### src/rtl/regfile_write_port_pkg.sv
// regfile_write_port_pkg: shared widths and entry type for the writeback queue.
// Forwarding logic elsewhere is enabled by defining REGFILE_WP_FWD_EN.
package regfile_write_port_pkg;

   localparam int REG_ID_W = 4;
   localparam int DATA_W   = 16;
   localparam int NUM_REGS = 16;

   localparam logic [REG_ID_W-1:0] ZERO_REG = '0;

   typedef struct packed {
      logic [REG_ID_W-1:0] dst;
      logic [DATA_W-1:0]   data;
   } wbq_entry_t;

   // register 0 is hardwired, so writes to it are dropped
   function automatic logic is_live_reg(input logic [REG_ID_W-1:0] r);
      return r != ZERO_REG;
   endfunction

endpackage

### src/rtl/regfile_write_port_if.sv
// regfile_write_port_if: producer handshakes, regfile write port, forwarding.
// fwd ports always exist; they only carry data under REGFILE_WP_FWD_EN.
interface regfile_write_port_if #(
   parameter int DEPTH = 4
);
   import regfile_write_port_pkg::*;

   localparam int CNT_W = $clog2(DEPTH) + 1;

   logic                alu_vld;
   logic [REG_ID_W-1:0] alu_reg;
   logic [DATA_W-1:0]   alu_data;
   logic                alu_rdy;

   logic                mem_vld;
   logic [REG_ID_W-1:0] mem_reg;
   logic [DATA_W-1:0]   mem_data;
   logic                mem_rdy;

   logic [REG_ID_W-1:0] DstReg;
   logic                WriteReg;
   logic [DATA_W-1:0]   DstData;

   logic [REG_ID_W-1:0] src1_reg;
   logic [REG_ID_W-1:0] src2_reg;
   logic                fwd1_hit;
   logic                fwd2_hit;
   logic [DATA_W-1:0]   fwd1_data;
   logic [DATA_W-1:0]   fwd2_data;

   logic                empty;
   logic [CNT_W-1:0]    count;

   modport slave (
      input  alu_vld, alu_reg, alu_data,
      output alu_rdy,
      input  mem_vld, mem_reg, mem_data,
      output mem_rdy,
      output DstReg, WriteReg, DstData,
      input  src1_reg, src2_reg,
      output fwd1_hit, fwd2_hit, fwd1_data, fwd2_data,
      output empty, count
   );

   modport master (
      output alu_vld, alu_reg, alu_data,
      input  alu_rdy,
      output mem_vld, mem_reg, mem_data,
      input  mem_rdy,
      input  DstReg, WriteReg, DstData,
      output src1_reg, src2_reg,
      input  fwd1_hit, fwd2_hit, fwd1_data, fwd2_data,
      input  empty, count
   );

endinterface

### src/rtl/regfile_write_port_fwd_match.sv
// wbq_fwd_match: youngest pending queue entry matching one read register.
// Only compiled when REGFILE_WP_FWD_EN is defined.
`ifdef REGFILE_WP_FWD_EN
module wbq_fwd_match
   import regfile_write_port_pkg::*;
#(
   parameter int DEPTH = 4,
   parameter int PTR_W = $clog2(DEPTH)
) (
   input  wbq_entry_t          entries [DEPTH],
   input  logic [DEPTH-1:0]    occ,
   input  logic [PTR_W-1:0]    head,
   input  logic [REG_ID_W-1:0] src,
   output logic                hit,
   output logic [DATA_W-1:0]   data
);

   logic [PTR_W-1:0] idx;

   // scan oldest to youngest so the last match kept is the youngest
   always_comb begin
      hit  = 1'b0;
      data = '0;
      idx  = head;
      for (int i = 0; i < DEPTH; i++) begin
         idx = head + PTR_W'(i);
         if (occ[idx] && is_live_reg(src) &&
             entries[idx].dst == src) begin
            hit  = 1'b1;
            data = entries[idx].data;
         end
      end
   end

endmodule
`endif

### src/rtl/regfile_write_port.sv
// regfile_write_port: two-producer in-order writeback queue, one write/cycle.
// Define REGFILE_WP_FWD_EN to compile in read-port forwarding.
module regfile_write_port
   import regfile_write_port_pkg::*;
#(
   parameter int DEPTH = 4
) (
   input  logic                 clk,
   input  logic                 rst_n,
   regfile_write_port_if.slave  bus
);

   localparam int PTR_W = $clog2(DEPTH);
   localparam int CNT_W = PTR_W + 1;

   wbq_entry_t       entries_q [DEPTH];
   wbq_entry_t       entries_d [DEPTH];
   logic [PTR_W-1:0] head_q, head_d;
   logic [PTR_W-1:0] tail_q, tail_d;
   logic [CNT_W-1:0] count_q, count_d;

   logic [CNT_W-1:0] free;
   logic             mem_acc, alu_acc;
   logic             mem_enq, alu_enq;
   logic [1:0]       enq_cnt;
   logic             deq;
   logic [PTR_W-1:0] wr_ptr;

   // credit comes only from registered occupancy; mem wins the last slot
   always_comb begin
      free        = CNT_W'(DEPTH) - count_q;
      bus.mem_rdy = free >= CNT_W'(1);
      bus.alu_rdy = (free >= CNT_W'(2)) ||
                    ((free == CNT_W'(1)) && !bus.mem_vld);
   end

   // accepted requests to r0 finish the handshake but take no slot
   always_comb begin
      mem_acc = bus.mem_vld && bus.mem_rdy;
      alu_acc = bus.alu_vld && bus.alu_rdy;
      mem_enq = mem_acc && is_live_reg(bus.mem_reg);
      alu_enq = alu_acc && is_live_reg(bus.alu_reg);
      enq_cnt = {1'b0, mem_enq} + {1'b0, alu_enq};
      deq     = count_q != '0;
   end

   // mem entry lands first (older), ALU entry behind it
   always_comb begin
      entries_d = entries_q;
      wr_ptr    = tail_q;
      if (mem_enq) begin
         entries_d[wr_ptr] = '{dst: bus.mem_reg, data: bus.mem_data};
         wr_ptr = wr_ptr + 1'b1;
      end
      if (alu_enq) begin
         entries_d[wr_ptr] = '{dst: bus.alu_reg, data: bus.alu_data};
         wr_ptr = wr_ptr + 1'b1;
      end
      tail_d = wr_ptr;
   end

   // head pops whenever something is presented on the write port
   always_comb begin
      head_d  = head_q + PTR_W'(deq);
      count_d = count_q + CNT_W'(enq_cnt) - CNT_W'(deq);
   end

   // queue state; reset drops any pending entries
   always_ff @(posedge clk or negedge rst_n) begin
      if (!rst_n) begin
         head_q  <= '0;
         tail_q  <= '0;
         count_q <= '0;
         for (int i = 0; i < DEPTH; i++) begin
            entries_q[i] <= '0;
         end
      end else begin
         head_q    <= head_d;
         tail_q    <= tail_d;
         count_q   <= count_d;
         entries_q <= entries_d;
      end
   end

   // head entry drives the register file write port
   always_comb begin
      bus.WriteReg = count_q != '0;
      bus.DstReg   = '0;
      bus.DstData  = '0;
      if (bus.WriteReg) begin
         bus.DstReg  = entries_q[head_q].dst;
         bus.DstData = entries_q[head_q].data;
      end
      bus.empty = count_q == '0;
      bus.count = count_q;
   end

`ifdef REGFILE_WP_FWD_EN
   logic [DEPTH-1:0] occ;
   logic [PTR_W-1:0] rel;

   // slot k is live when its distance from head is below occupancy
   always_comb begin
      occ = '0;
      rel = '0;
      for (int k = 0; k < DEPTH; k++) begin
         rel    = PTR_W'(k) - head_q;
         occ[k] = CNT_W'(rel) < count_q;
      end
   end

   wbq_fwd_match #(.DEPTH(DEPTH)) u_fwd1 (
      .entries (entries_q),
      .occ     (occ),
      .head    (head_q),
      .src     (bus.src1_reg),
      .hit     (bus.fwd1_hit),
      .data    (bus.fwd1_data)
   );

   wbq_fwd_match #(.DEPTH(DEPTH)) u_fwd2 (
      .entries (entries_q),
      .occ     (occ),
      .head    (head_q),
      .src     (bus.src2_reg),
      .hit     (bus.fwd2_hit),
      .data    (bus.fwd2_data)
   );
`else
   logic unused_src;

   // without forwarding the read-side lookups are idle
   always_comb begin
      unused_src    = ^{bus.src1_reg, bus.src2_reg};
      bus.fwd1_hit  = 1'b0;
      bus.fwd2_hit  = 1'b0;
      bus.fwd1_data = '0;
      bus.fwd2_data = '0;
   end
`endif

endmodule

### src/flat_wrapper.sv
// flat-port wrapper written by rule: the top's interface ports become plain ports
module regfile_write_port_flat import regfile_write_port_pkg::*;
#(
   parameter int DEPTH = 4
)
  (clk, rst_n, bus_alu_vld, bus_alu_reg, bus_alu_data, bus_alu_rdy, bus_mem_vld, bus_mem_reg, bus_mem_data, bus_mem_rdy, bus_DstReg, bus_WriteReg, bus_DstData, bus_src1_reg, bus_src2_reg, bus_fwd1_hit, bus_fwd2_hit, bus_fwd1_data, bus_fwd2_data, bus_empty, bus_count);
  regfile_write_port_if #(.DEPTH(DEPTH)) bus_i ();
  input  logic clk;
  input  logic rst_n;
  input wire logic [$bits(bus_i.alu_vld)-1:0] bus_alu_vld;
  input wire logic [$bits(bus_i.alu_reg)-1:0] bus_alu_reg;
  input wire logic [$bits(bus_i.alu_data)-1:0] bus_alu_data;
  output wire logic [$bits(bus_i.alu_rdy)-1:0] bus_alu_rdy;
  input wire logic [$bits(bus_i.mem_vld)-1:0] bus_mem_vld;
  input wire logic [$bits(bus_i.mem_reg)-1:0] bus_mem_reg;
  input wire logic [$bits(bus_i.mem_data)-1:0] bus_mem_data;
  output wire logic [$bits(bus_i.mem_rdy)-1:0] bus_mem_rdy;
  output wire logic [$bits(bus_i.DstReg)-1:0] bus_DstReg;
  output wire logic [$bits(bus_i.WriteReg)-1:0] bus_WriteReg;
  output wire logic [$bits(bus_i.DstData)-1:0] bus_DstData;
  input wire logic [$bits(bus_i.src1_reg)-1:0] bus_src1_reg;
  input wire logic [$bits(bus_i.src2_reg)-1:0] bus_src2_reg;
  output wire logic [$bits(bus_i.fwd1_hit)-1:0] bus_fwd1_hit;
  output wire logic [$bits(bus_i.fwd2_hit)-1:0] bus_fwd2_hit;
  output wire logic [$bits(bus_i.fwd1_data)-1:0] bus_fwd1_data;
  output wire logic [$bits(bus_i.fwd2_data)-1:0] bus_fwd2_data;
  output wire logic [$bits(bus_i.empty)-1:0] bus_empty;
  output wire logic [$bits(bus_i.count)-1:0] bus_count;
  assign bus_i.alu_vld = bus_alu_vld;
  assign bus_i.alu_reg = bus_alu_reg;
  assign bus_i.alu_data = bus_alu_data;
  assign bus_alu_rdy = bus_i.alu_rdy;
  assign bus_i.mem_vld = bus_mem_vld;
  assign bus_i.mem_reg = bus_mem_reg;
  assign bus_i.mem_data = bus_mem_data;
  assign bus_mem_rdy = bus_i.mem_rdy;
  assign bus_DstReg = bus_i.DstReg;
  assign bus_WriteReg = bus_i.WriteReg;
  assign bus_DstData = bus_i.DstData;
  assign bus_i.src1_reg = bus_src1_reg;
  assign bus_i.src2_reg = bus_src2_reg;
  assign bus_fwd1_hit = bus_i.fwd1_hit;
  assign bus_fwd2_hit = bus_i.fwd2_hit;
  assign bus_fwd1_data = bus_i.fwd1_data;
  assign bus_fwd2_data = bus_i.fwd2_data;
  assign bus_empty = bus_i.empty;
  assign bus_count = bus_i.count;
  regfile_write_port #(.DEPTH(DEPTH)) u_core (.clk(clk), .rst_n(rst_n), .bus(bus_i));
endmodule
### config.mk
export PLATFORM = sky130hd
export DESIGN_NAME = regfile_write_port_flat
export DESIGN_NICKNAME = d
export VERILOG_FILES = /design/src/rtl/regfile_write_port_pkg.sv /design/src/rtl/regfile_write_port_if.sv /design/src/rtl/regfile_write_port_fwd_match.sv /design/src/rtl/regfile_write_port.sv /design/src/flat_wrapper.sv
export SDC_FILE = /design/constraint.sdc
export NUM_CORES = 1
export LEC_CHECK = 0
export ABC_AREA = 1
export CAP_MARGIN = 15
export CORE_UTILIZATION = 55
export DETAILED_ROUTE_END_ITERATION = 8
export PLACE_DENSITY_LB_ADDON = 0.15
export SLEW_MARGIN = 25
export SYNTH_ARGS = -nofsm -noshare
export SYNTH_HDL_FRONTEND = slang
export SYNTH_HIERARCHICAL = 1
export SYNTH_SLANG_ARGS = --single-unit
export TNS_END_PERCENT = 100
### constraint.sdc
create_clock -name clk -period 3.1 [get_ports clk]
set_clock_uncertainty 0.15 [all_clocks]
set_input_delay 0.465 -clock clk [delete_from_list [all_inputs] [get_ports clk]]
set_output_delay 0.465 -clock clk [all_outputs]
set_load 0.01 [all_outputs]
# ---- After elaboration in Yosys (flattened, before gate mapping)
# Index checks and enable logic that the tools add are counted.
# W data, S select, Z words.
dict set report word_totals {
  ff_bits 87
  output_inout_bits 61
  input_bits 52
}
dict set report classes {
  n_reduce_logical 13
  add_sub_neg 7
  eq_ne 1
  n_bitwise 3
  mux 15
  magnitude_cmp 7
}
# operator count
set op_table {}
lappend op_table {{$bwmux W80} 2}
lappend op_table {{$mux W80} 2}
lappend op_table {{$demux W20 S2} 2}
lappend op_table {{$mux W20} 4}
lappend op_table {{$bmux W20 S2} 1}
lappend op_table {{$mux W16} 1}
lappend op_table {{$ge A3 B3 Y1 const B} 3}
lappend op_table {{$not A2 Y3} 3}
lappend op_table {{$reduce_bool A4 Y1} 2}
lappend op_table {{$logic_and A1 B1 Y1} 7}
lappend op_table {{$lt A3 B1 Y1 const B} 2}
lappend op_table {{$add A2 B1 Y2 const B} 2}
lappend op_table {{$mux W2} 2}
lappend op_table {{$mux W4} 1}
lappend op_table {{$add A3 B2 Y3} 1}
lappend op_table {{$eq A3 B1 Y1 const B} 1}
lappend op_table {{$ge A3 B1 Y1 const B} 1}
lappend op_table {{$ge A3 B2 Y1 const B} 1}
lappend op_table {{$logic_not A3 Y1} 1}
lappend op_table {{$reduce_bool A3 Y1} 1}
lappend op_table {{$sub A3 B1 Y3} 1}
lappend op_table {{$sub A3 B3 Y3 const A} 1}
lappend op_table {{$add A1 B1 Y2} 1}
lappend op_table {{$add A2 B1 Y2} 1}
lappend op_table {{2 further kinds} 2}

# ---- Depth between registers and ports, before layout
# Gate-level depths: netlist of run 1.
dict set report depth {
  ltp_word 12
  mapped_depth 18
  depth_no_buf 16
}

# ---- Worst setup path after synthesis of run 1
# Ideal clock, no wire load.
dict set report synth_timing {
  path_type {flip-flop to flip-flop}
  start {register u_core.count_q[1] (netlist: u_core/bus.count[1])}
  end {register u_core.count_q[2] (netlist: u_core/bus.count[2])}
  synth_period_minus_slack_ps 2847
  setup_time_ps 79
  arrival_time_ps 2618
  stages_incl_launch_ff 15
  path_slack_ps 253
  path_buffers 1
  path_cell_list {dfrtp_1 -> inv_1 -> ha_1 -> ha_1 -> inv_1 -> nor2_4 -> nand2_1 -> nand3_1 -> buf_2 -> ha_1 -> fa_1 -> inv_1 -> fa_1 -> xnor2_1 -> xor2_1}
}
dict set report synth_between {
  elab_chain_len 9
  elab_cells_between_ends 14
  classes_between {4 x add/sub; 2 x order compare; 1 x eq/ne; 7 x reduce/logical}
}
# item line
set synth_lines {}
lappend synth_lines {{from (decl)} regfile_write_port.sv:20} ;# logic [CNT_W-1:0] count_q, count_d;
lappend synth_lines {{from (signal assigned)} regfile_write_port.sv:80} ;# count_q <= count_d;
lappend synth_lines {{branches (longest 8 deep; another with $sub A3 B3 Y3)} -}
lappend synth_lines {{$sub A3 B1 Y3 (*)} regfile_write_port.sv:65} ;# count_d = count_q + CNT_W'(enq_cnt) - CNT_W'(deq);
lappend synth_lines {{net u_core.count_d[2]} regfile_write_port.sv:20}
# Mark *: on every way through the listed nets, which the timed path passes.

# ---- Worst setup path after layout of run 1
dict set report layout_timing {
  start {register u_core.count_q[0] (netlist: u_core/bus.count[0])}
  end {output bus_DstData[1]}
}
dict set report layout_between {
  elab_chain_len 2
}
# item line
set layout_lines {}
lappend layout_lines {{$reduce_bool A3 Y1} regfile_write_port.sv:87} ;# bus.WriteReg = count_q != '0;
lappend layout_lines {{$mux W16} regfile_write_port.sv:90} ;# if (bus.WriteReg) begin
lappend layout_lines {{to (decl)} flat_wrapper.sv:20} ;# output wire logic [$bits(bus_i.DstData)-1:0] bus_DstData;
# No other way between the ends.

==> reports/results.txt, run 1 <==
max_cap viols = 0
top cell type's share of synthesized area = 30.5%
GRT Util Overall = 35.5%
async set or reset register ratio after synthesis = 100%
Net count, final = 1261
synthesis-to-layout area growth = 14.0%
share of the core filled with cells in the final layout = 64.5%
achievable frequency = 0.332 GHz
maximum net fanout on the critical path = 21
Pre-Repair DR Iteration Count = 6
insertion delay of the later-clocked pin in the worst-skew pair = 0.35 ns
worst endpoint data arrival time = 2.40 ns
dpl cells = 1349
Overall Power = 9.66 mW
number of antenna repair diodes = 0
ranking of synthesized cells by instance count = nand2_1, inv_1, dfrtp_1
final HPWL from detailed placement = 13200 um
flop and latch count out of synthesis = 87
number of routed nets with antenna violations = 0
Yosys Warn Count = 6
total number of vias = 7634
cell with the most instances after synthesis = nand2_1
required time worst endpoint = 2.48 ns
cell breakdown of the critical path = inv_1 > ha_1 > ha_1 > buf_4 > a21oi_1 > clkdlybuf4s50_1
number of sinks driven by the clock tree = 87
status = finished, final reports clean
Static Leak = 4.55 nW
proportion of layout cells with a drive suffix above 1 = 5.35%
part of the Yosys area used for sequential elements = 30.5%
delay-heaviest family, CP = buffers and inverters
clock-pin slew on the worst setup and hold paths = 0.06 ns
number of vias per cell after detailed routing = 5.58
Worst path max stage delay = 0.62 ns
post-synthesis cell count = 1160
predominant post-synthesis flop cell = dfrtp_1
Slew headroom = 29.8%
die area = 0.0134 mm^2
cell types occupying the most area after synthesis = dfrtp_1, nand2_1, nand4_1, inv_1, nand3_1
initial antenna violation count = 0
number of ports placed on the die boundary = 113
floorplan die width = 116 um
CTS Root Cell = clkbuf_16
share of the clock period used by the worst path after layout = 97.1%
cell with the biggest individual delay on the critical path = clkdlybuf4s50_1
clock tree from TritonCTS = built
maximum number of pins on one net before global-route repair = 81
final cell count without fillers = 1369
Post-Syn Area per Cell = 6.15 um^2
total setup violations reported at the end of the flow = 0
final-report max-slew violation count = 0
fill cell instance count of the final layout = 1216
first-pass GRT wire length = 35900 um
Worst setup EP type = output pin
die height = 116 um
worst-margin pin slew = 1.05 ns
Routed wire per std cell = 17.1 um
Num CTS Buffers = 9
Detailed Route Iter0 Violations = 1062
number of cell rows = 41
total wire length after detailed routing = 23400 um
Synth cell types = 24
gr ovfl total = 0
type of the worst setup path = flip-flop to output pin
final worst path period need = 3.01 ns
deepest clock path buffer count = 2
Hold WC Path Type = input port to flip-flop
number of buffers added on ports = 70
RSZ-0062 raised after global routing = false
Cell Area, Placed = 0.00779 mm^2
cell type with the highest occurrence count on the critical path = ha_1
initial core utilization = 56.6%
vias in the first global route = 6777
RD Place Congestion = 0.818
number of enable flip-flop cells after synthesis = 0
peak supply drop = 0.892 mV
Cell Pwr Density = 1190 mW/mm^2
CORE AREA = 0.0126 mm^2
netlist area before placement = 0.00714 mm^2
finished layout cell area = 0.00814 mm^2
final count of hold timing violations = 0
worst hold margin = 0.415 ns
number of remaining DRC errors = 0
Setup crit start kind = flip-flop
cell taking the most area after synthesis = dfrtp_1
number of buffers and inverters on the critical path = 3
CTS HTree Levels = 3
==> layout make-up <==
cell class	instances	area, um^2	share of cell area (%)
clock inverter	3	20.0	0.246
clock buffer	12	246	3.03
sequential	87	2180	26.8
timing repair inverter	1	7.51	0.0923
timing repair buffer	105	1100	13.5
tap	172	215	2.64
multi-input combinational	865	3900	47.9
inverter	124	469	5.77
==> cell usage in the layout (no fill, tap or decap), types with 14 or more instances in the layout <==
cell type        count
nand2_1            487
inv_1              122
nor2_1              86
dfrtp_1             86
nand3_1             84
nand4_1             82
clkdlybuf4s50_1     68
o21ai_0             40
conb_1              34
buf_4               24
a21oi_1             21
ha_1                14
==> report_power, final <==
| group | internal, mW | switching (mW) |
|---|---|---|
| clock | 0.560 | 0.462 |
| sequential | 1.75 | 0.455 |
| combinational | 2.48 | 3.95 |
| total | 4.79 | 4.87 |
==> worst register-to-register path, stage by stage, from the launching register on <==
cell and delay (ns):
dfrtp_1 0.41, inv_1 0.13, ha_1 0.16, ha_1 0.17
buf_4 0.34, inv_1 0.17, ha_1 0.32, fa_1 0.16
inv_1 0.05, fa_1 0.37, xnor2_1 0.19, xor2_1 0.15
==> flip-flops by register name, summed over array words and instances, names as in the netlist <==
register	count
u_core/bus.count	3
u_core/head_q	2
u_core/entries_q	80
u_core/tail_q	2
==> repair_timing <==
item | 4_1_cts | 5_1_grt
hold endpoints to repair | 13 | 0
gates resized for setup | 1 | 6
endpoints found under the setup margin | 6 | 18
cloned | 0 | 2
hold buffers | 1 | 0
buffers inserted | 0 | 2
==> final timing paths <==
kind,slack (ns),depth (start not counted),start,to
setup / recovery,0.09,6,u_core/bus.count[0],bus_DstData[1]
hold / removal,0.41,4,bus_mem_vld,u_core/tail_q[0]
setup reg to reg,0.26,11,u_core/bus.count[0],u_core/bus.count[2]
hold reg to reg,0.44,2,u_core/bus.count[1],u_core/bus.count[2]
max in group asynchronous,1.64,3,rst_n,u_core/tail_q[0]
min in group asynchronous,0.52,2,rst_n,u_core/entries_q[47]
==> layer usage <==
layer | share of wire [%] | global-route usage, % | wire length (um) | vias up
met5 | 0 | 0 | 0 | -
met4 | 3.2 | 13.8 | 740 | 0
met3 | 12 | 7.69 | 2750 | 71
met2 | 45 | 54.1 | 10400 | 461
met1 | 40 | 49.3 | 9420 | 3487
li1 | - | - | - | 3615
==> through the flow <==
step | setup TNS (ns) | setup slack (ns)
3_3_place_gp | 0 | 0.275
2_1_floorplan | 0 | 0.253
5_1_grt | 0 | 0.0257
4_1_cts | -0.182 | -0.0658
6_report | 0 | 0.0894
3_5_place_dp | 0 | 0.226
==> kinds of logic (layout without fill, tap and decap cells) <==
| family | after synthesis | in the layout | synth area share (%) |
|---|---|---|---|
| AO/OA/AOI/OAI | 62 | 62 | 4.54 |
| XOR/XNOR | 3 | 3 | 0.368 |
| adder cells (fa/ha/maj) | 16 | 16 | 3.01 |
| buffers and inverters | 241 | 245 | 16.8 |
| flip-flops | 87 | 87 | 30.5 |
| other | 1 | 34 | 0.0525 |
| AND/OR/NAND/NOR | 750 | 750 | 44.7 |
Note: power is estimated with default switching activity, not from simulation.
==> run 2, diff against run 1 <==
--- a/config.mk
+++ b/config.mk
@@ -5,9 +5,8 @@
 export SDC_FILE = /design/constraint.sdc
 export NUM_CORES = 1
 export LEC_CHECK = 0
-export ABC_AREA = 1
 export CAP_MARGIN = 15
-export CORE_UTILIZATION = 55
+export CORE_UTILIZATION = 52
 export DETAILED_ROUTE_END_ITERATION = 8
 export PLACE_DENSITY_LB_ADDON = 0.15
 export SLEW_MARGIN = 25
==> reports/results.txt, run 2 <==
largest register by flop count = u_core/entries_q (unchanged)
Slew headroom = 36.9% (was 29.8%)
required time worst endpoint = 3.18 ns (was 2.48 ns)
final cell count without fillers = 789 (was 1369)
max_cap viols = 0 (unchanged)
most common library cell in the layout ignoring fill and taps = nand2_1 (unchanged)
number of vias per cell after detailed routing = 5.76 (was 5.58)
ranking of synthesized cells by instance count = nand2_1, dfrtp_1, a31oi_1, nor2_1, buf_4 (was nand2_1, inv_1, dfrtp_1)
type of the worst setup path = flip-flop to flip-flop (was flip-flop to output pin)
most frequent cells in the layout = nand2_1, dfrtp_1, nor2_1, a31oi_1, clkdlybuf4s50_1 (was nand2_1, inv_1, nor2_1, dfrtp_1, nand3_1)
number of flip-flops in the largest register = 80 (unchanged)
number of buffers added on ports = 70 (unchanged)
post-synthesis cell count = 582 (was 1160)
RD Place Congestion = 0.811 (was 0.818)
number of cell rows = 36 (was 41)
cell types occupying the most area after synthesis = dfrtp_1, nand2_1, a31oi_1, mux4_2, nor2_1 (was dfrtp_1, nand2_1, nand4_1, inv_1, nand3_1)
Setup crit start kind = flip-flop (unchanged)
number of sinks driven by the clock tree = 87 (unchanged)
maximum net fanout on the critical path = 20 (was 21)
cell with the most instances after synthesis = nand2_1 (unchanged)
peak supply drop = 0.714 mV (was 0.892 mV)
total number of vias = 4544 (was 7634)
dpl cells = 764 (was 1349)
worst-margin pin slew = 0.947 ns (was 1.05 ns)
final worst path period need = 3.05 ns (was 3.01 ns)
status = finished, final reports clean (unchanged)
Hold WC Path Type = flip-flop to flip-flop (was input port to flip-flop)
number of routed nets with antenna violations = 0 (unchanged)
async set or reset register ratio after synthesis = 100% (unchanged)
worst endpoint data arrival time = 3.13 ns (was 2.40 ns)
first-pass GRT wire length = 22000 um (was 35900 um)
CTS HTree Levels = 3 (unchanged)
deepest clock path buffer count = 2 (unchanged)
final count of hold timing violations = 0 (unchanged)
gr ovfl total = 0 (unchanged)
flop and latch count out of synthesis = 87 (unchanged)
Routed wire per std cell = 18.2 um (was 17.1 um)
share of the clock period used by the worst path after layout = 98.4% (was 97.1%)
number of remaining DRC errors = 0 (unchanged)
die area = 0.0104 mm^2 (was 0.0134 mm^2)
initial core utilization = 53.6% (was 56.6%)
top cell type's share of synthesized area = 41.7% (was 30.5%)
share of the core filled with cells in the final layout = 64.5% (about the same)
Yosys Warn Count = 6 (unchanged)
Worst setup EP type = flip-flop (was output pin)
achievable frequency = 0.328 GHz (was 0.332 GHz)
part of the Yosys area used for sequential elements = 41.7% (was 30.5%)
cell taking the most area after synthesis = dfrtp_1 (unchanged)
number of enable flip-flop cells after synthesis = 0 (unchanged)
netlist area before placement = 0.00522 mm^2 (was 0.00714 mm^2)
vias in the first global route = 4435 (was 6777)
number of ports placed on the die boundary = 113 (unchanged)
initial antenna violation count = 0 (unchanged)
floorplan die width = 102 um (was 116 um)
GRT Util Overall = 28.4% (was 35.5%)
Detailed Route Iter0 Violations = 401 (was 1062)
Post-Syn Area per Cell = 8.96 um^2 (was 6.15 um^2)
Net count, final = 719 (was 1261)
synthesis-to-layout area growth = 20.3% (was 14.0%)
area used by multi-input combinational logic = 0.00263 mm^2 (was 0.00390 mm^2)
clock tree from TritonCTS = built (unchanged)
CORE AREA = 0.00973 mm^2 (was 0.0126 mm^2)
die height = 102 um (was 116 um)
total setup violations reported at the end of the flow = 0 (unchanged)
CTS Root Cell = clkbuf_8 (was clkbuf_16)
Pre-Repair DR Iteration Count = 5 (was 6)
final-report max-slew violation count = 0 (unchanged)
Static Leak = 2.79 nW (was 4.55 nW)
number of antenna repair diodes = 0 (unchanged)
insertion delay of the later-clocked pin in the worst-skew pair = 0.36 ns (was 0.35 ns)
proportion of layout cells with a drive suffix above 1 = 12.2% (was 5.35%)
final HPWL from detailed placement = 8380 um (was 13200 um)
area taken by flip-flops and latches = 0.00218 mm^2 (about the same)
Synth cell types = 32 (was 24)
Cell Pwr Density = 1190 mW/mm^2 (about the same)
fill cell instance count of the final layout = 825 (was 1216)
clock-pin slew on the worst setup and hold paths = 0.08 ns (was 0.06 ns)
total wire length after detailed routing = 14400 um (was 23400 um)
predominant post-synthesis flop cell = dfrtp_1 (unchanged)
maximum number of pins on one net before global-route repair = 47 (was 81)
Num CTS Buffers = 9 (unchanged)
[run 2: changes by cell type in the layout (fill, tap and decap cells not counted), sizes merged, moves of 11 or more]
cell,change
a21oi,-21
mux4,+20
a31oi,+80
o21ai,-40
nor2,-11
nand2,-344
and2,+20
inv,-111
nand4,-66
nand3,-81
[run 2: area by class of cell]
cell class | count | area share (%)
inverter | 12 | 0.718
tap | 133 | 2.65
clock buffer | 10 | 2.03
timing repair buffer | 102 | 16.2
clock inverter | 6 | 1.74
sequential | 87 | 34.7
multi-input combinational | 439 | 41.9
[run 2: logic make-up after synthesis]
logic type | after synthesis | share of synthesized area [%]
AND/OR/NAND/NOR | 275 | 22.4
buffers and inverters | 89 | 10.8
AO/OA/AOI/OAI | 87 | 11.0
flip-flops | 87 | 41.7
multiplexers | 22 | 9.07
adder cells (fa/ha/maj) | 16 | 4.13
XOR/XNOR | 5 | 0.840
other | 1 | 0.0719
[run 2: routing by layer]
layer | track usage, % | vias up | routed length, um
li1 | - | 2066 | -
met1 | 36.6 | 2216 | 5690
met2 | 47.2 | 233 | 7180
met3 | 5.40 | 29 | 1190
met4 | 11.8 | 0 | 311
met5 | 0 | - | 0
[run 2: where the power goes]
part	total, mW	switching [mW]	internal [mW]
Combinational	4.40	2.20	2.20
Sequential	2.10	0.328	1.77
Clock	0.950	0.415	0.535
[run 2: through the flow]
step	setup TNS, ns	worst slack [ns]	instance area (um^2)	power, mW	hold slack, ns
6_report	0	0.0486	6270	7.45	0.390
5_1_grt	-0.295	-0.0460	6270	7.99	0.403
4_1_cts	0	0.0292	6170	7.29	0.389
3_5_place_dp	0	0.0195	5920	6.31	0.377
3_3_place_gp	0	0.0740	5920	6.15	0.365
2_1_floorplan	0	0.0806	5340	4.84	0.0194
[run 2: timing repair]
item,4_1_cts,5_1_grt
hold buffers,1,0
endpoints found under the hold margin,29,0
endpoints found under the setup margin,9,82
setup buffers,1,4
pin swaps,0,2
gates cloned,0,3
gates resized for setup,1,10
[run 2: worst paths after layout]
kind / cells after the start / start / slack [ns] / endpoint
max in group asynchronous: 3 / rst_n / 1.62 / u_core/entries_q[20]
hold / removal: 2 / u_core/entries_q[19] / 0.39 / u_core/entries_q[19]
hold reg to reg: 2 / u_core/entries_q[19] / 0.39 / u_core/entries_q[19]
min in group asynchronous: 2 / rst_n / 0.51 / u_core/entries_q[54]
setup reg to reg: 10 / u_core/bus.count[0] / 0.05 / u_core/entries_q[20]
setup / recovery: 10 / u_core/bus.count[0] / 0.05 / u_core/entries_q[20]
[run 2: critical path, stage by stage, from the launching register on]
cell and delay, ns:
dfrtp_1 0.38, inv_2 0.06, ha_2 0.19, ha_4 0.26, or4b_4 0.48, nand2_4 0.11, mux2_4 0.31, ha_1 0.18
o211ai_1 0.35, buf_6 0.33, a31oi_1 0.12
==> run 3, diff against run 2 <==
--- a/config.mk
+++ b/config.mk
@@ -6,12 +6,11 @@
 export NUM_CORES = 1
 export LEC_CHECK = 0
 export CAP_MARGIN = 15
-export CORE_UTILIZATION = 52
+export CORE_UTILIZATION = 51
 export DETAILED_ROUTE_END_ITERATION = 8
 export PLACE_DENSITY_LB_ADDON = 0.15
 export SLEW_MARGIN = 25
 export SYNTH_ARGS = -nofsm -noshare
 export SYNTH_HDL_FRONTEND = slang
-export SYNTH_HIERARCHICAL = 1
 export SYNTH_SLANG_ARGS = --single-unit
 export TNS_END_PERCENT = 100
==> reports/results.txt, run 3 <==
number of cell rows = 36 (unchanged)
share of the clock period used by the worst path after layout = 95.7% (was 98.4%)
maximum net fanout on the critical path = 2 (was 20)
part of the Yosys area used for sequential elements = 42.0% (was 41.7%)
worst-margin pin slew = 0.895 ns (was 0.947 ns)
Num CTS Buffers = 9 (unchanged)
Static Leak = 2.77 nW (was 2.79 nW)
cell taking the most area after synthesis = dfrtp_1 (unchanged)
achievable frequency = 0.337 GHz (was 0.328 GHz)
CORE AREA = 0.00982 mm^2 (was 0.00973 mm^2)
share of the core filled with cells in the final layout = 63.1% (was 64.5%)
final count of hold timing violations = 0 (unchanged)
worst hold start = u_core.entries_q[78] (was u_core/entries_q[19])
Register-to-Register Setup Slack = 0.15 ns (was 0.05 ns)
number of routed nets with antenna violations = 0 (unchanged)
top cell type's share of synthesized area = 42.0% (was 41.7%)
clock-pin slew on the worst setup and hold paths = 0.08 ns (about the same)
dpl ws = 0.0403 ns (was 0.0195 ns)
CTS Root Cell = clkbuf_8 (unchanged)
die area = 0.0106 mm^2 (was 0.0104 mm^2)
cell type with the highest occurrence count on the critical path = ha_1
netlist area before placement = 0.00518 mm^2 (was 0.00522 mm^2)
first element of the critical path = u_core.bus.count[1] (was u_core/bus.count[0])
met3 Usage GRT = 3.32% (was 5.40%)
vias in the first global route = 4334 (was 4435)
number of vias per cell after detailed routing = 5.71 (was 5.76)
cell types occupying the most area after synthesis = dfrtp_1, nand2_1, a31oi_1, mux4_2, nor2_1 (unchanged)
number of sinks driven by the clock tree = 87 (unchanged)
RD Place Congestion = 0.785 (was 0.811)
post-route setup slack = 0.134 ns (was 0.0486 ns)
number of remaining DRC errors = 0 (unchanged)
number of ports placed on the die boundary = 113 (unchanged)
Net count, final = 718 (was 719)
final worst path period need = 2.97 ns (was 3.05 ns)
final cell count without fillers = 788 (was 789)
final-report max-slew violation count = 0 (unchanged)
worst hold margin = 0.389 ns (was 0.390 ns)
Synth cell types = 31 (was 32)
async set or reset register ratio after synthesis = 100% (unchanged)
Cell Pwr Density = 1160 mW/mm^2 (was 1190 mW/mm^2)
required time worst endpoint = 2.48 ns (was 3.18 ns)
RSZ-0062 raised after global routing = false
Yosys Warn Count = 0 (was 6)
initial core utilization = 52.8% (was 53.6%)
final HPWL from detailed placement = 8750 um (was 8380 um)
max_cap viols = 0 (unchanged)
Slew headroom = 40.3% (was 36.9%)
Hold Crit Depth = 2 (unchanged)
floorplan die width = 103 um (was 102 um)
Hold WC Path Type = flip-flop to flip-flop (unchanged)
global routing met1 resource utilization = 35.6% (was 36.6%)
ranking of synthesized cells by instance count = nand2_1, dfrtp_1, a31oi_1, nor2_1, buf_4 (unchanged)
number of flip-flops in the largest register = 80 (unchanged)
GRT Util Overall = 27.3% (was 28.4%)
most common library cell in the layout ignoring fill and taps = nand2_1 (unchanged)
Routed wire per std cell = 17.7 um (was 18.2 um)
total setup violations reported at the end of the flow = 0 (unchanged)
number of buffers added on ports = 70 (unchanged)
capture instance of the worst register-to-register path = u_core.entries_q[21] (was u_core/entries_q[20])
type of the worst setup path = flip-flop to output pin (was flip-flop to flip-flop)
proportion of layout cells with a drive suffix above 1 = 11.8% (was 12.2%)
global-route layer with the greatest usage = met2 (unchanged)
Worst setup EP type = output pin (was flip-flop)
most frequent cells in the layout = nand2_1, dfrtp_1, nor2_1, a31oi_1, clkdlybuf4s50_1 (unchanged)
cell with the biggest individual delay on the critical path = clkdlybuf4s50_1 (was or4b_4)
Detailed Route Iter0 Violations = 318 (was 401)
die height = 103 um (was 102 um)
M2 GR Usage = 45.0% (was 47.2%)
largest register by flop count = u_core.entries_q (was u_core/entries_q)
predominant post-synthesis flop cell = dfrtp_1 (unchanged)
status = finished, final reports clean (unchanged)
total number of vias = 4498 (was 4544)
first-pass GRT wire length = 21500 um (was 22000 um)
Post-Syn Area per Cell = 8.96 um^2 (about the same)
R2R Path Start = u_core.bus.count[1] (was u_core/bus.count[0])
worst endpoint data arrival time = 2.35 ns (was 3.13 ns)
cell with the most instances after synthesis = nand2_1 (unchanged)
maximum number of pins on one net before global-route repair = 88 (was 47)
synthesis-to-layout area growth = 19.7% (was 20.3%)
gr ovfl total = 0 (unchanged)
deepest clock path buffer count = 2 (unchanged)
Setup crit start kind = flip-flop (unchanged)
flop and latch count out of synthesis = 87 (unchanged)
number of enable flip-flop cells after synthesis = 0 (unchanged)
setup tns final = 0 ns (unchanged)
Pre-Repair DR Iteration Count = 5 (unchanged)
peak supply drop = 0.685 mV (was 0.714 mV)
number of cell instances on the worst register-to-register path = 12 (was 10)
number of antenna repair diodes = 0 (unchanged)
CTS HTree Levels = 3 (unchanged)
post-synthesis cell count = 578 (was 582)
initial antenna violation count = 0 (unchanged)
insertion delay of the later-clocked pin in the worst-skew pair = 0.36 ns (about the same)
clock tree from TritonCTS = built (unchanged)
cell breakdown of the critical path = inv_1 > ha_1 > ha_1 > or3b_1 > or2_1 > clkdlybuf4s50_1 (was inv_2 > ha_2 > ha_4 > or4b_4 > nand2_4 > mux2_4 > ha_1 > o211ai_1 > buf_6 > a31oi_1)
Worst Hold End = u_core.entries_q[78] (was u_core/entries_q[19])
Worst path max stage delay = 0.48 ns (about the same)
total wire length after detailed routing = 14000 um (was 14400 um)
dpl cells = 767 (was 764)
-- run 3: cell types whose count changed in the layout (fill, tap and decap cells not counted), sizes merged, moves of 2 or more --
cell	delta
inv	-2
clkbuf	+3
bufinv	-3
buf	+3
-- run 3: worst max-delay path by stage --
stage | slack, ns | end | depth (start not counted)
floorplan | 0.06 | u_core.bus.count[2] | 9
global placement | 0.11 | u_core.entries_q[5] | 9
detailed placement | 0.04 | u_core.entries_q[1] | 9
CTS | 0.005 | u_core.entries_q[1] | 11
global route | 0.001 | u_core.entries_q[21] | 12
finish | 0.13 | bus_alu_rdy | 6
-- run 3: through the flow --
step,total power [mW],instance area [um^2]
after floorplan,4.79,5310
after global placement,6.13,5950
after detailed placement,6.32,5950
after CTS,7.05,6140
after global routing,7.69,6200
final,7.17,6200
-- run 3: what timing repair did --
action | 4_1_cts | 5_1_grt
gates resized for setup | 2 | 9
endpoints found under the setup margin | 1 | 82
hold endpoints to repair | 2 | 0
buffers inserted | 0 | 2
hold buffers | 1 | 0
cloned | 0 | 2
pin swaps | 0 | 1
-- run 3: worst max-delay path, delay by kind of cell, from the launching register on --
family / cells / cell delay [ns]
flops: 1 / 0.37
simple gates: 2 / 0.58
buf+inv: 2 / 0.56
fa+ha+maj: 2 / 0.47
-- run 3: cell type report --
| type | count | area, um^2 |
|---|---|---|
| fill | 874 | 3620 |
| multi-input combinational | 437 | 2590 |
| sequential | 87 | 2180 |
| timing repair buffer | 105 | 1050 |
| tap | 133 | 166 |
| clock buffer | 13 | 159 |
| inverter | 10 | 37.5 |
| clock inverter | 3 | 17.5 |
-- run 3: routing by layer --
metal  part of all wire (%)  wire length [um]
met1                     40              5640
met4                    3.3               457
met3                    8.2              1150
met5                      0                 0
met2                     48              6740
-- run 3: where the power goes --
group | switching (mW) | internal (mW) | leakage [nW]
registers | 0.344 | 1.77 | 1.02
clock network | 0.403 | 0.334 | 0.0894
logic | 2.14 | 2.17 | 1.66
-- run 3: cell families (layout without fill, tap and decap cells) --
family	count (synthesis)	after routing	synth area share, %
buffers and inverters	87	131	10.6
and+or+nand+nor	274	274	22.4
other	1	34	0.0724
AOI/OAI and AO/OA	86	86	10.8
adders and majority gates	16	16	4.15
xor gates and xnor gates	5	5	0.845
muxes	22	22	9.13
DFF	87	87	42.0
